`src/rtl/mem_store_buffer_pkg.sv`:
```
// -----------------------------------------------------------------------------
// mem_sb_pkg
// Shared types and default sizing for the store buffer that sits between the
// CPU load/store stage and the 256x8 data memory.
//   sb_entry_t : one buffered store (valid flag, address, data)
//   mem_op_e   : data memory operation (read / write at posedge)
// -----------------------------------------------------------------------------
package mem_sb_pkg;

  localparam int SB_DEPTH  = 4;
  localparam int SB_AW     = 8;
  localparam int SB_DW     = 8;
  localparam int SB_STARVE = 4;

  typedef struct packed {
    logic             valid;
    logic [SB_AW-1:0] addr;
    logic [SB_DW-1:0] data;
  } sb_entry_t;

  typedef enum logic {
    MEM_READ  = 1'b0,
    MEM_WRITE = 1'b1
  } mem_op_e;

endpackage

```
`src/rtl/mem_store_buffer_if.sv`:
```
// -----------------------------------------------------------------------------
// mem_store_buffer_if
// Bundles the CPU-side request/response signals and the data-memory port.
//   slave  : the store buffer's view (takes CPU requests, drives the memory)
//   master : the environment's view (CPU + data memory)
// Signals:
//   ldReq/stReq/cpuAddr/cpuWdata : CPU request
//   cpuRdata/stall/empty         : CPU response / status
//   memAddr/memDataIn/memOp      : to data memory
//   memDataOut                   : from data memory (combinational read)
// -----------------------------------------------------------------------------
interface mem_store_buffer_if #(
  parameter int AW = 8,
  parameter int DW = 8
);
  logic          ldReq;
  logic          stReq;
  logic [AW-1:0] cpuAddr;
  logic [DW-1:0] cpuWdata;
  logic [DW-1:0] cpuRdata;
  logic          stall;
  logic          empty;
  logic [AW-1:0] memAddr;
  logic [DW-1:0] memDataIn;
  logic          memOp;
  logic [DW-1:0] memDataOut;

  modport slave (
    input  ldReq, stReq, cpuAddr, cpuWdata, memDataOut,
    output cpuRdata, stall, empty, memAddr, memDataIn, memOp
  );

  modport master (
    output ldReq, stReq, cpuAddr, cpuWdata, memDataOut,
    input  cpuRdata, stall, empty, memAddr, memDataIn, memOp
  );
endinterface

```
`src/rtl/mem_store_buffer_fwd_match.sv`:
```
// -----------------------------------------------------------------------------
// sb_fwd_match
// Combinational store-to-load forwarding search. Finds the youngest valid
// buffered entry whose address equals the load address.
// Ports:
//   entries : buffer contents
//   tail    : next write slot (slot after the youngest entry)
//   addr    : load address
//   hit     : a matching entry exists
//   data    : data of the youngest matching entry (0 when no hit)
// -----------------------------------------------------------------------------
module sb_fwd_match
  import mem_sb_pkg::*;
#(
  parameter int DEPTH = SB_DEPTH,
  parameter int PW    = $clog2(DEPTH)
) (
  input  sb_entry_t        entries [DEPTH],
  input  logic [PW-1:0]    tail,
  input  logic [SB_AW-1:0] addr,
  output logic             hit,
  output logic [SB_DW-1:0] data
);

  logic [PW-1:0] idx_s;

  // Scan from the slot at tail (oldest) towards tail-1 (youngest); later hits
  // override earlier ones, so the youngest match wins.
  always_comb begin
    hit   = 1'b0;
    data  = '0;
    idx_s = '0;
    for (int k = 0; k < DEPTH; k++) begin
      idx_s = tail + PW'(k);
      if (entries[idx_s].valid && (entries[idx_s].addr == addr)) begin
        hit  = 1'b1;
        data = entries[idx_s].data;
      end else begin
        hit  = hit;
        data = data;
      end
    end
  end

endmodule

```
`src/rtl/mem_store_buffer.sv`:
```
// -----------------------------------------------------------------------------
// mem_store_buffer
// Store buffer in front of a single-port 256x8 data memory. Stores are queued
// in a FIFO and written back in cycles without a load; loads get the memory
// port first and are forwarded from the buffer on an address match. A starving
// buffer (STARVE consecutive lost cycles) forces a drain and stalls the load.
// Ports:
//   CLK   : clock, all state on posedge
//   reset : synchronous, active-high; discards buffered stores
//   bus   : mem_store_buffer_if.slave (CPU request/response + memory port)
// The entry struct is sized from the package, so AW/DW must keep their
// package defaults.
// -----------------------------------------------------------------------------
module mem_store_buffer
  import mem_sb_pkg::*;
#(
  parameter int DEPTH  = SB_DEPTH,
  parameter int AW     = SB_AW,
  parameter int DW     = SB_DW,
  parameter int STARVE = SB_STARVE
) (
  input logic                CLK,
  input logic                reset,
  mem_store_buffer_if.slave  bus
);

  localparam int PW = $clog2(DEPTH);
  localparam int CW = PW + 1;
  localparam int SW = $clog2(STARVE + 1);

  sb_entry_t     entries_q [DEPTH];
  sb_entry_t     entries_d [DEPTH];
  logic [PW-1:0] head_q, head_d;
  logic [PW-1:0] tail_q, tail_d;
  logic [CW-1:0] count_q, count_d;
  logic [SW-1:0] starve_q, starve_d;

  logic          force_drain_s;
  logic          load_win_s;
  logic          pop_s;
  logic          push_s;
  logic          full_s;
  logic          hit_s;
  logic [DW-1:0] fwd_data_s;
  mem_op_e       mem_op_s;

  sb_fwd_match #(
    .DEPTH (DEPTH),
    .PW    (PW)
  ) u_fwd (
    .entries (entries_q),
    .tail    (tail_q),
    .addr    (bus.cpuAddr),
    .hit     (hit_s),
    .data    (fwd_data_s)
  );

  // Port arbitration: loads win unless the buffer has starved long enough.
  // The write is suppressed during reset so discarded stores never land.
  always_comb begin
    force_drain_s = (starve_q == SW'(STARVE)) && (count_q != '0);
    load_win_s    = bus.ldReq && !force_drain_s;
    pop_s         = !reset && !load_win_s && (count_q != '0);
    full_s        = (count_q == CW'(DEPTH));
    push_s        = bus.stReq && (!full_s || pop_s);
    if (pop_s) begin
      mem_op_s = MEM_WRITE;
    end else begin
      mem_op_s = MEM_READ;
    end
  end

  assign bus.memOp     = mem_op_s;
  assign bus.memAddr   = pop_s ? entries_q[head_q].addr : bus.cpuAddr;
  assign bus.memDataIn = pop_s ? entries_q[head_q].data : '0;
  assign bus.stall     = (bus.stReq && full_s && !pop_s) || (bus.ldReq && force_drain_s);
  assign bus.empty     = (count_q == '0);
  // Forwarding reads pre-store state: a store pushed this cycle is not yet in entries_q.
  assign bus.cpuRdata  = hit_s ? fwd_data_s : bus.memDataOut;

  // FIFO and starvation counter next-state.
  always_comb begin
    entries_d = entries_q;
    head_d    = head_q;
    tail_d    = tail_q;
    count_d   = count_q;
    starve_d  = starve_q;

    // Pop is applied before push so a full-buffer push into the slot being
    // drained keeps the new entry valid.
    if (pop_s) begin
      entries_d[head_q].valid = 1'b0;
      head_d                  = head_q + PW'(1);
    end else begin
      head_d = head_q;
    end

    if (push_s) begin
      entries_d[tail_q] = '{valid: 1'b1, addr: bus.cpuAddr, data: bus.cpuWdata};
      tail_d            = tail_q + PW'(1);
    end else begin
      tail_d = tail_q;
    end

    case ({push_s, pop_s})
      2'b10:   count_d = count_q + CW'(1);
      2'b01:   count_d = count_q - CW'(1);
      default: count_d = count_q;
    endcase

    if (count_q == '0) begin
      starve_d = '0;
    end else if (pop_s) begin
      starve_d = '0;
    end else if (load_win_s && (starve_q != SW'(STARVE))) begin
      starve_d = starve_q + SW'(1);
    end else begin
      starve_d = starve_q;
    end
  end

  // State registers with synchronous reset.
  always_ff @(posedge CLK) begin
    if (reset) begin
      for (int i = 0; i < DEPTH; i++) begin
        entries_q[i] <= '0;
      end
      head_q   <= '0;
      tail_q   <= '0;
      count_q  <= '0;
      starve_q <= '0;
    end else begin
      entries_q <= entries_d;
      head_q    <= head_d;
      tail_q    <= tail_d;
      count_q   <= count_d;
      starve_q  <= starve_d;
    end
  end

endmodule

```
`src/flat_wrapper.sv`:
```
// flat-port wrapper written by rule: the top's interface ports become plain ports
module mem_store_buffer_flat import mem_sb_pkg::*;
#(
  parameter int DEPTH  = SB_DEPTH,
  parameter int AW     = SB_AW,
  parameter int DW     = SB_DW,
  parameter int STARVE = SB_STARVE
)
  (CLK, reset, bus_ldReq, bus_stReq, bus_cpuAddr, bus_cpuWdata, bus_memDataOut, bus_cpuRdata, bus_stall, bus_empty, bus_memAddr, bus_memDataIn, bus_memOp);
  mem_store_buffer_if #(.AW(AW), .DW(DW)) bus_i ();
  input logic CLK;
  input logic reset;
  input wire logic [$bits(bus_i.ldReq)-1:0] bus_ldReq;
  input wire logic [$bits(bus_i.stReq)-1:0] bus_stReq;
  input wire logic [$bits(bus_i.cpuAddr)-1:0] bus_cpuAddr;
  input wire logic [$bits(bus_i.cpuWdata)-1:0] bus_cpuWdata;
  input wire logic [$bits(bus_i.memDataOut)-1:0] bus_memDataOut;
  output wire logic [$bits(bus_i.cpuRdata)-1:0] bus_cpuRdata;
  output wire logic [$bits(bus_i.stall)-1:0] bus_stall;
  output wire logic [$bits(bus_i.empty)-1:0] bus_empty;
  output wire logic [$bits(bus_i.memAddr)-1:0] bus_memAddr;
  output wire logic [$bits(bus_i.memDataIn)-1:0] bus_memDataIn;
  output wire logic [$bits(bus_i.memOp)-1:0] bus_memOp;
  assign bus_i.ldReq = bus_ldReq;
  assign bus_i.stReq = bus_stReq;
  assign bus_i.cpuAddr = bus_cpuAddr;
  assign bus_i.cpuWdata = bus_cpuWdata;
  assign bus_i.memDataOut = bus_memDataOut;
  assign bus_cpuRdata = bus_i.cpuRdata;
  assign bus_stall = bus_i.stall;
  assign bus_empty = bus_i.empty;
  assign bus_memAddr = bus_i.memAddr;
  assign bus_memDataIn = bus_i.memDataIn;
  assign bus_memOp = bus_i.memOp;
  mem_store_buffer #(.DEPTH(DEPTH), .AW(AW), .DW(DW), .STARVE(STARVE)) u_core (.CLK(CLK), .reset(reset), .bus(bus_i));
endmodule
```
`config.mk`:
```
export PLATFORM = sky130hd
export DESIGN_NAME = mem_store_buffer_flat
export DESIGN_NICKNAME = d
export VERILOG_FILES = /design/src/rtl/mem_store_buffer_pkg.sv /design/src/rtl/mem_store_buffer_if.sv /design/src/rtl/mem_store_buffer_fwd_match.sv /design/src/rtl/mem_store_buffer.sv /design/src/flat_wrapper.sv
export SDC_FILE = /design/constraint.sdc
export NUM_CORES = 1
export LEC_CHECK = 0
export BUFFER_PORTS_ARGS = -buffer_cell sky130_fd_sc_hd__buf_2
export CAP_MARGIN = 20
export CORE_ASPECT_RATIO = 1.5
export CORE_UTILIZATION = 40
export CTS_BUF_LIST = sky130_fd_sc_hd__clkbuf_8
export DETAILED_ROUTE_END_ITERATION = 7
export PLACE_DENSITY_LB_ADDON = 0.08
export SLEW_MARGIN = 20
export SYNTH_ARGS = -nofsm -noshare
export SYNTH_HDL_FRONTEND = slang
export SYNTH_HIERARCHICAL = 1
export SYNTH_SLANG_ARGS = --single-unit
```
`constraint.sdc`:
```
create_clock -name CLK -period 7.8 [get_ports CLK]
set_clock_uncertainty 0.05 [all_clocks]
set_input_delay 1.56 -clock CLK [delete_from_list [all_inputs] [get_ports CLK]]
set_output_delay 1.56 -clock CLK [all_outputs]
set_load 0.005 [all_outputs]
```
==> results of run 1 <==
-- cell type report --
class                   instances  area (um^2)
fillers                      1481         8450
clock buffers                   9          124
multi-input cells             492         4210
inverters                      17         66.3
clock inverters                 7         66.3
well taps                     199          249
flip-flops and latches         78         1570
repair buffers                 63          338
-- metrics by stage --
stage                     hold slack (ns)  cell area [um^2]  total power [mW]  setup slack [ns]
after floorplan                     0.382              6160             0.808              2.46
after global placement              0.396              6430             0.894              1.92
after detailed placement            0.406              6430             0.904              1.90
after CTS                           0.418              6620              1.21              1.89
after global routing                0.434              6620              1.27              1.67
final                               0.414              6620              1.20              1.85
-- cell families (layout without fill, tap and decap cells) --
group / Yosys count / in the layout / synth area share (%)
and+or+nand+nor: 193 / 193 / 14.9
muxes: 180 / 180 / 35.6
DFF: 78 / 78 / 25.3
buffers and inverters: 70 / 96 / 6.62
AOI/OAI and AO/OA: 66 / 66 / 9.17
xor gates and xnor gates: 41 / 41 / 5.83
adders and majority gates: 12 / 12 / 2.56
-- routing by layer --
layer	up-vias	share of wire, %	track usage, %
met5	-	0	0
met4	0	2.1	6.51
met3	22	3.0	2.77
met1	2390	43	25.2
met2	102	52	36.7
li1	2367	-	-
-- cell usage after synthesis (2+ instances only) --
cell      count
nor4_1        4
a21oi_1       8
dfxtp_1      78
inv_1        15
a32o_1        2
nor2_1       18
and3b_1       2
nand2_1     110
a21o_1        2
buf_8         2
buf_1         4
a221o_1      12
clkbuf_1     21
nor3_1        2
mux2i_1     129
nand3b_1      2
buf_12        2
and4_1        2
mux2_2       17
o41ai_1       4
mux4_1        2
buf_6         8
o211ai_1      4
mux2i_2       2
a32oi_1       9
o211a_1       2
nor2b_1       5
xnor2_1      28
nand4_1       7
o32ai_1       2
mux4_2       26
buf_4         3
mux2_1        4
or3_1         4
buf_2        13
nand2b_1      3
and2_1       13
nand3_1      10
a211oi_1      4
ha_1         11
o21ai_0       5
xor2_1       13
nor4b_1       2
-- report_power, final --
| part | switching, mW | internal, mW | leakage [nW] | total, mW |
|---|---|---|---|---|
| sequential | 0.0651 | 0.432 | 0.636 | 0.497 |
| clock | 0.157 | 0.146 | 0.0924 | 0.302 |
| combinational | 0.210 | 0.186 | 1.96 | 0.396 |
-- worst max path at each step --
stage	slack [ns]	depth (start not counted)	endpoint
3_5_place_dp	1.90	10	bus_cpuRdata[3]
5_1_grt	1.67	10	bus_cpuRdata[4]
2_1_floorplan	2.46	8	bus_cpuRdata[0]
6_report	1.85	10	bus_cpuRdata[4]
4_1_cts	1.89	10	bus_cpuRdata[3]
3_3_place_gp	1.92	10	bus_cpuRdata[4]
-- layout by cell type (no fill, tap or decap), drive strengths merged, types with 7 or more instances in the layout --
master  instances
and2           13
dfxtp          78
a221o          12
clkbuf          9
ha             11
buf            63
nand4           7
a21oi           8
inv            18
a32oi          10
xor2           13
mux4           28
xnor2          28
mux2           21
nand3          10
mux2i         131
nand2         110
nor2           19
-- worst reg2reg max path, cell delays in order, from the launching register on --
cell,delay (ns)
dfxtp_4,0.89
buf_4,0.48
inv_1,0.12
ha_1,0.25
and3b_1,0.24
a32oi_4,0.50
mux2i_1,0.28
-- registers in the layout, summed over array words and instances (netlist names) --
register,flops
u_core/head_q,2
u_core/tail_q,2
u_core/count_q,3
u_core/entries_q,68
u_core/starve_q,3
==> metrics.md, run 1 <==
| Metric | Value |
|---|---|
| Fin util | `43.9%` |
| DRT iter0 DRCs | `220` |
| RSZ-0062 raised after global routing | `false` |
| Critical R2R Launch | `u_core/tail_q[1]$_SDFFE_PP0P_` |
| MaxCap Viol Count | `0` |
| Power per standard cell area | `181 mW/mm^2` |
| Most area-consuming cells after synthesis | `dfxtp_1, mux2i_1, mux4_2, nand2_1, xnor2_1` |
| Fmax | `168 MHz` |
| Most used cell, CP | `buf_2` |
| Syn Area/Cell | `9.63 um^2` |
| First-pass GRT wire length | `25.3 mm` |
| Detailed Routing Iterations Pass 1 | `4` |
| Hold Violations, Final | `0` |
| Number of remaining DRC errors | `0` |
| Post-synthesis cell type count | `67` |
| Syn_nets | `680` |
| Tcrit/Tclk final | `76.3%` |
| Ys Warns | `6` |
| RD Place Congestion | `0.829` |
| R2R Setup Slk | `4.92 ns` |
| Max-slew violations | `0` |
| Post-CTS Setup Repair Bufs | `0` |
| Gr usage total | `20.7%` |
| Area of the mapped netlist | `0.00616 mm^2` |
| Routed Antenna Nets | `0` |
| Total wire length | `15.9 mm` |
| Critical path endpoint category | `output port` |
| NumNets Final | `701` |
| Final Instance Count excl. Fillers | `865` |
| Ys async rst share | `0%` |
| Share of layout cells above drive strength 1 | `20.9%` |
| Worst-margin pin slew | `1.08 ns` |
| Critical R2R Capture | `u_core/entries_q[62]$_SDFFE_PP0P_` |
| PostCTS Resize Cnt | `0` |
| Largest net degree at the start of global routing | `57` |
| CTS Root Cell | `clkbuf_8` |
| Hold path cells | `1` |
| WS Path Type | `input pin to output port` |
| Via density | `5.64` |
| Setup TNS | `0 ns` |
| Worst reg2reg path depth | `6` |
| Synth Register Bits | `78` |
| Post-Synthesis Cells | `640` |
| Delay-heaviest family, CP | `compound AO/OA/AOI/OAI gates` |
| PortBufs | `54` |
| Area of the core | `0.0151 mm^2` |
| Slowest CP cell | `a21oi_1` |
| Origin of the worst min-delay path | `u_core/starve_q[0]$_SDFFE_PP0P_` |
| Main synth FF type | `dfxtp_1` |
| CTS buffer count | `9` |
| Hold Crit Class | `register to register` |
| Worst rel slew slack | `28.2%` |
| CTS sink count | `78` |
| Worst Path Max Fanout | `13` |
| Clk_lat worst skew | `0.35 ns` |
| CP cell instances | `buf_2, xor2_1, o32ai_1, nor4b_1, o211ai_1, a21oi_1, a221o_1, a32oi_1, mux2_2, buf_2` |
| Minimum clock period | `5.95 ns` |
| H-Tree Depth | `3` |
| Initial antenna violation count | `0` |
| P_leak | `2.69 nW` |
| Critical path data arrival time | `4.34 ns` |
| Startpoint types | `input pin` |
| Clock tree buffer depth | `2` |
| Number of global-route vias before repair | `4823` |
| Worst Hold End | `u_core/starve_q[0]$_SDFFE_PP0P_` |
| Seq/Total Area, Yosys | `25.3%` |
| Die width | `103 um` |
| Area leader, netlist | `dfxtp_1` |
| Status | `complete, no violations` |
| Via count of the routed design | `4881` |
| Setup Viol. Count Final | `0` |
| Die area | `0.0159 mm^2` |
| Crit path required time | `6.19 ns` |
| Initial core utilization | `40.9%` |
| Hold-fix buffers, CTS | `0` |
| Maximum VDD drop | `0.106 mV` |
| Placed cell count | `849` |
| Worst-path clk slew | `0.08 ns` |
| Critical path origin | `bus_cpuAddr[0]` |
| Row cnt | `55` |
| CTS tree | `yes` |
| # IOs | `55` |
| Drt wl/cell | `18.4 um` |
| EDFF count, synth | `0` |
| GRT Residual Overflow | `0` |
| Yosys top cell area share | `25.3%` |
| Critical path buffer and inverter count | `2` |
| DIE HEIGHT | `154 um` |
| Worst path max stage delay | `0.89 ns` |
| Dpl hpwl | `11.5 mm` |
| Area growth from synthesis to layout | `7.39%` |
| Ant. Diodes | `0` |
Note: power is estimated with default switching activity, not from simulation.
==> run 2, diff against run 1 <==
ABC_AREA = 1   (was unset)
clock period = 5 ns   (was 7.8 ns; I/O delays follow)
==> run 2 against run 1 <==
Compared with the run above:
- the flow now finishes with violations (design-rule violations)
- total power grew 52%
- critical path depth grew 3
- utilization shrank 0.90 points
- register-to-register slack lost 2.8 ns
- synthesized cell count grew 95%
- highest routed layer unchanged
==> metrics.md, run 2 <==
| Metric | Value |
|---|---|
| Gr usage total | `23.4%` |
| Dpl hpwl | `15.1 mm` |
| CP cell instances | `inv_2, nand2_2, nand2_8, nand2_1, nand3_1, nand3_1, nor2_1, nand3_1, nor2_4, inv_2, nand4_1, mux2_2, buf_2` |
| Clk_lat worst skew | `0.36 ns` |
| Fmax | `224 MHz` |
| # IOs | `55` |
| Tot Pwr | `1.82 mW` |
| Commonest non-fill, non-tap cell in the layout | `nand2_1` |
| PnR worst setup slack | `0.537 ns` |
| Post-Synthesis Cells | `1245` |
| MaxCap Viol Count | `0` |
| P_leak | `3.68 nW` |
| Hold Crit Class | `register to register` |
| Hold path cells | `1` |
| Area of the mapped netlist | `0.00719 mm^2` |
| Main synth FF type | `dfxtp_1` |
| Top post-synthesis cells by count | `nand2_1, inv_1, o21ai_0, nor2_1` |
| Max-slew violations | `0` |
| Max reg flops | `68` |
| NumNets Final | `1288` |
| Critical path endpoint category | `output port` |
| Origin of the worst min-delay path | `u_core/starve_q[0]$_SDFFE_PP0P_` |
| Worst-path clk slew | `0.08 ns` |
| Initial antenna violation count | `0` |
| CTS buffer count | `9` |
| R2R Setup Slk | `2.17 ns` |
| Via count of the routed design | `7476` |
| Total wire length | `21.3 mm` |
| Clock tree buffer depth | `2` |
| Number of remaining DRC errors | `2` |
| Critical path data arrival time | `3.41 ns` |
| CTS Root Cell | `clkbuf_8` |
| Post-synthesis cell type count | `37` |
| Largest net degree at the start of global routing | `72` |
| Critical R2R Capture | `u_core/count_q[2]$_SDFFE_PP0P_` |
| Initial core utilization | `41.1%` |
| Most frequent cell after synthesis | `nand2_1` |
| Largest Register | `u_core/entries_q` |
| Setup Viol. Count Final | `0` |
| Most area-consuming cells after synthesis | `dfxtp_1, nand2_1, inv_1, o21ai_0, nand4_1` |
| PostCTS Resize Cnt | `0` |
| Share of layout cells above drive strength 1 | `11.2%` |
| DIE HEIGHT | `166 um` |
| DP Area | `0.00736 mm^2` |
| Worst reg2reg path depth | `13` |
| Slowest CP cell | `inv_2` |
| RD Place Congestion | `0.804` |
| Minimum clock period | `4.46 ns` |
| Seq/Total Area, Yosys | `21.7%` |
| Die width | `111 um` |
| Number of global-route vias before repair | `6622` |
| Tcrit/Tclk final | `89.3%` |
| Area of the core | `0.0175 mm^2` |
| Row cnt | `59` |
| EDFF count, synth | `0` |
| Drt wl/cell | `14.5 um` |
| Worst Hold End | `u_core/starve_q[0]$_SDFFE_PP0P_` |
| Most frequent cells in the layout | `nand2_1, inv_1, o21ai_0` |
| Syn Area/Cell | `5.77 um^2` |
| Startpoint types | `register` |
| CTS tree | `yes` |
| Worst-margin pin slew | `0.941 ns` |
| Most used cell, CP | `nand3_1` |
| Hold Violations, Final | `0` |
| Hold-fix buffers, CTS | `0` |
| Yosys top cell area share | `21.7%` |
| Crit path required time | `3.95 ns` |
| Fillers | `2028` |
| Cell area after layout | `0.00753 mm^2` |
| Critical path origin | `u_core/tail_q[0]$_SDFFE_PP0P_` |
| Power per standard cell area | `241 mW/mm^2` |
| Critical path buffer and inverter count | `3` |
| Post-CTS Setup Repair Bufs | `0` |
| DRT iter0 DRCs | `577` |
| RSZ-0062 raised after global routing | `false` |
| Failing checks | `design-rule violations` |
| Syn_nets | `1285` |
| Delay-heaviest family, CP | `simple AND/OR/NAND/NOR gates` |
| WS Path Type | `register to output port` |
| CTS sink count | `78` |
| Worst Path Max Fanout | `55` |
| GRT Residual Overflow | `0` |
| Largest regs | `u_core/entries_q x68, u_core/count_q x3, u_core/starve_q x3` |
| Detailed Routing Iterations Pass 1 | `8` |
| Maximum VDD drop | `0.207 mV` |
| Post-Place Worst Slack | `0.858 ns` |
| PortBufs | `54` |
| Critical R2R Launch | `u_core/starve_q[0]$_SDFFE_PP0P_` |
| Via density | `5.10` |
| Worst rel slew slack | `37.3%` |
| First-pass GRT wire length | `34.9 mm` |
| Synth Register Bits | `78` |
| Ys async rst share | `0%` |
| Area growth from synthesis to layout | `4.73%` |
| Routed Antenna Nets | `0` |
| H-Tree Depth | `3` |
| Area leader, netlist | `dfxtp_1` |
| Setup TNS | `0 ns` |
| Worst path max stage delay | `0.42 ns` |
| Status | `finished with violations` |
| Ys Warns | `6` |
| Ant. Diodes | `0` |
| Die area | `0.0185 mm^2` |
run 2: changes by cell type after synthesis, sizes merged, moves of 28 or more:
cell | previous run | this run
mux2i | 131 | 16
nand2 | 110 | 403
o21ai | 5 | 119
nand4 | 7 | 66
mux4 | 28 | 0
nor2 | 19 | 102
a21oi | 8 | 66
nand3 | 10 | 87
inv | 17 | 199
run 2: cells by family (layout without fill, tap and decap cells):
logic type	count (synthesis)	in the layout	synth area share, %
adder cells (fa/ha/maj)	12	12	2.19
AND/OR/NAND/NOR	661	661	41.7
multiplexers	24	24	3.48
XOR/XNOR	5	5	0.609
flip-flops	78	78	21.7
AO/OA/AOI/OAI	189	189	13.3
buffers and inverters	276	284	17.0
run 2: stage by stage:
step                      hold slack [ns]  instances  util [%]
after CTS                           0.417       1466      43.0
after detailed placement            0.398       1450      42.1
after global placement              0.388       1450      42.1
after floorplan                     0.367       1245         -
after global routing                0.433       1466      43.0
final                               0.410       1466      43.0
run 2: layout make-up:
cell class / count / area, um^2 / share of cell area [%]
tap: 213 / 267 / 3.54
clock buffer: 10 / 138 / 1.83
timing repair buffer: 66 / 360 / 4.79
multi-input combinational: 891 / 4410 / 58.6
inverter: 202 / 761 / 10.1
sequential: 78 / 1570 / 20.8
clock inverter: 6 / 30.0 / 0.399
run 2: layer usage:
layer	vias up	track usage, %	part of all wire, %
met5	-	0	0
met1	3349	34.4	51
li1	3931	-	-
met4	0	7.76	2.2
met3	27	1.75	3.7
met2	169	35.8	44
run 2: worst max-delay path by stage:
| stage | endpoint | slack [ns] | cells past startpoint |
|---|---|---|---|
| final | bus_cpuRdata[1] | 0.54 | 13 |
| after detailed placement | bus_cpuRdata[6] | 0.86 | 11 |
| after CTS | bus_cpuRdata[6] | 0.51 | 13 |
| after global placement | bus_cpuRdata[3] | 0.90 | 11 |
| after floorplan | bus_cpuRdata[0] | 1.50 | 10 |
| after global routing | bus_cpuRdata[4] | 0.27 | 12 |
run 2: worst reg2reg max path, stage by stage, from the launching register on:
cell and delay (ns):
dfxtp_1 0.34, inv_1 0.06, ha_1 0.15, nand2_1 0.05, nand2_1 0.10, nand3_4 0.23, inv_1 0.59, ha_1 0.26
inv_1 0.07, fa_1 0.37, a21oi_1 0.14, o21ai_0 0.11, o21ai_0 0.15, a21oi_1 0.05
run 2: power breakdown:
group	internal, mW	switching (mW)	total (mW)	leakage, nW
clock network	0.188	0.239	0.427	0.0944
logic	0.215	0.457	0.672	2.95
registers	0.668	0.0486	0.717	0.638
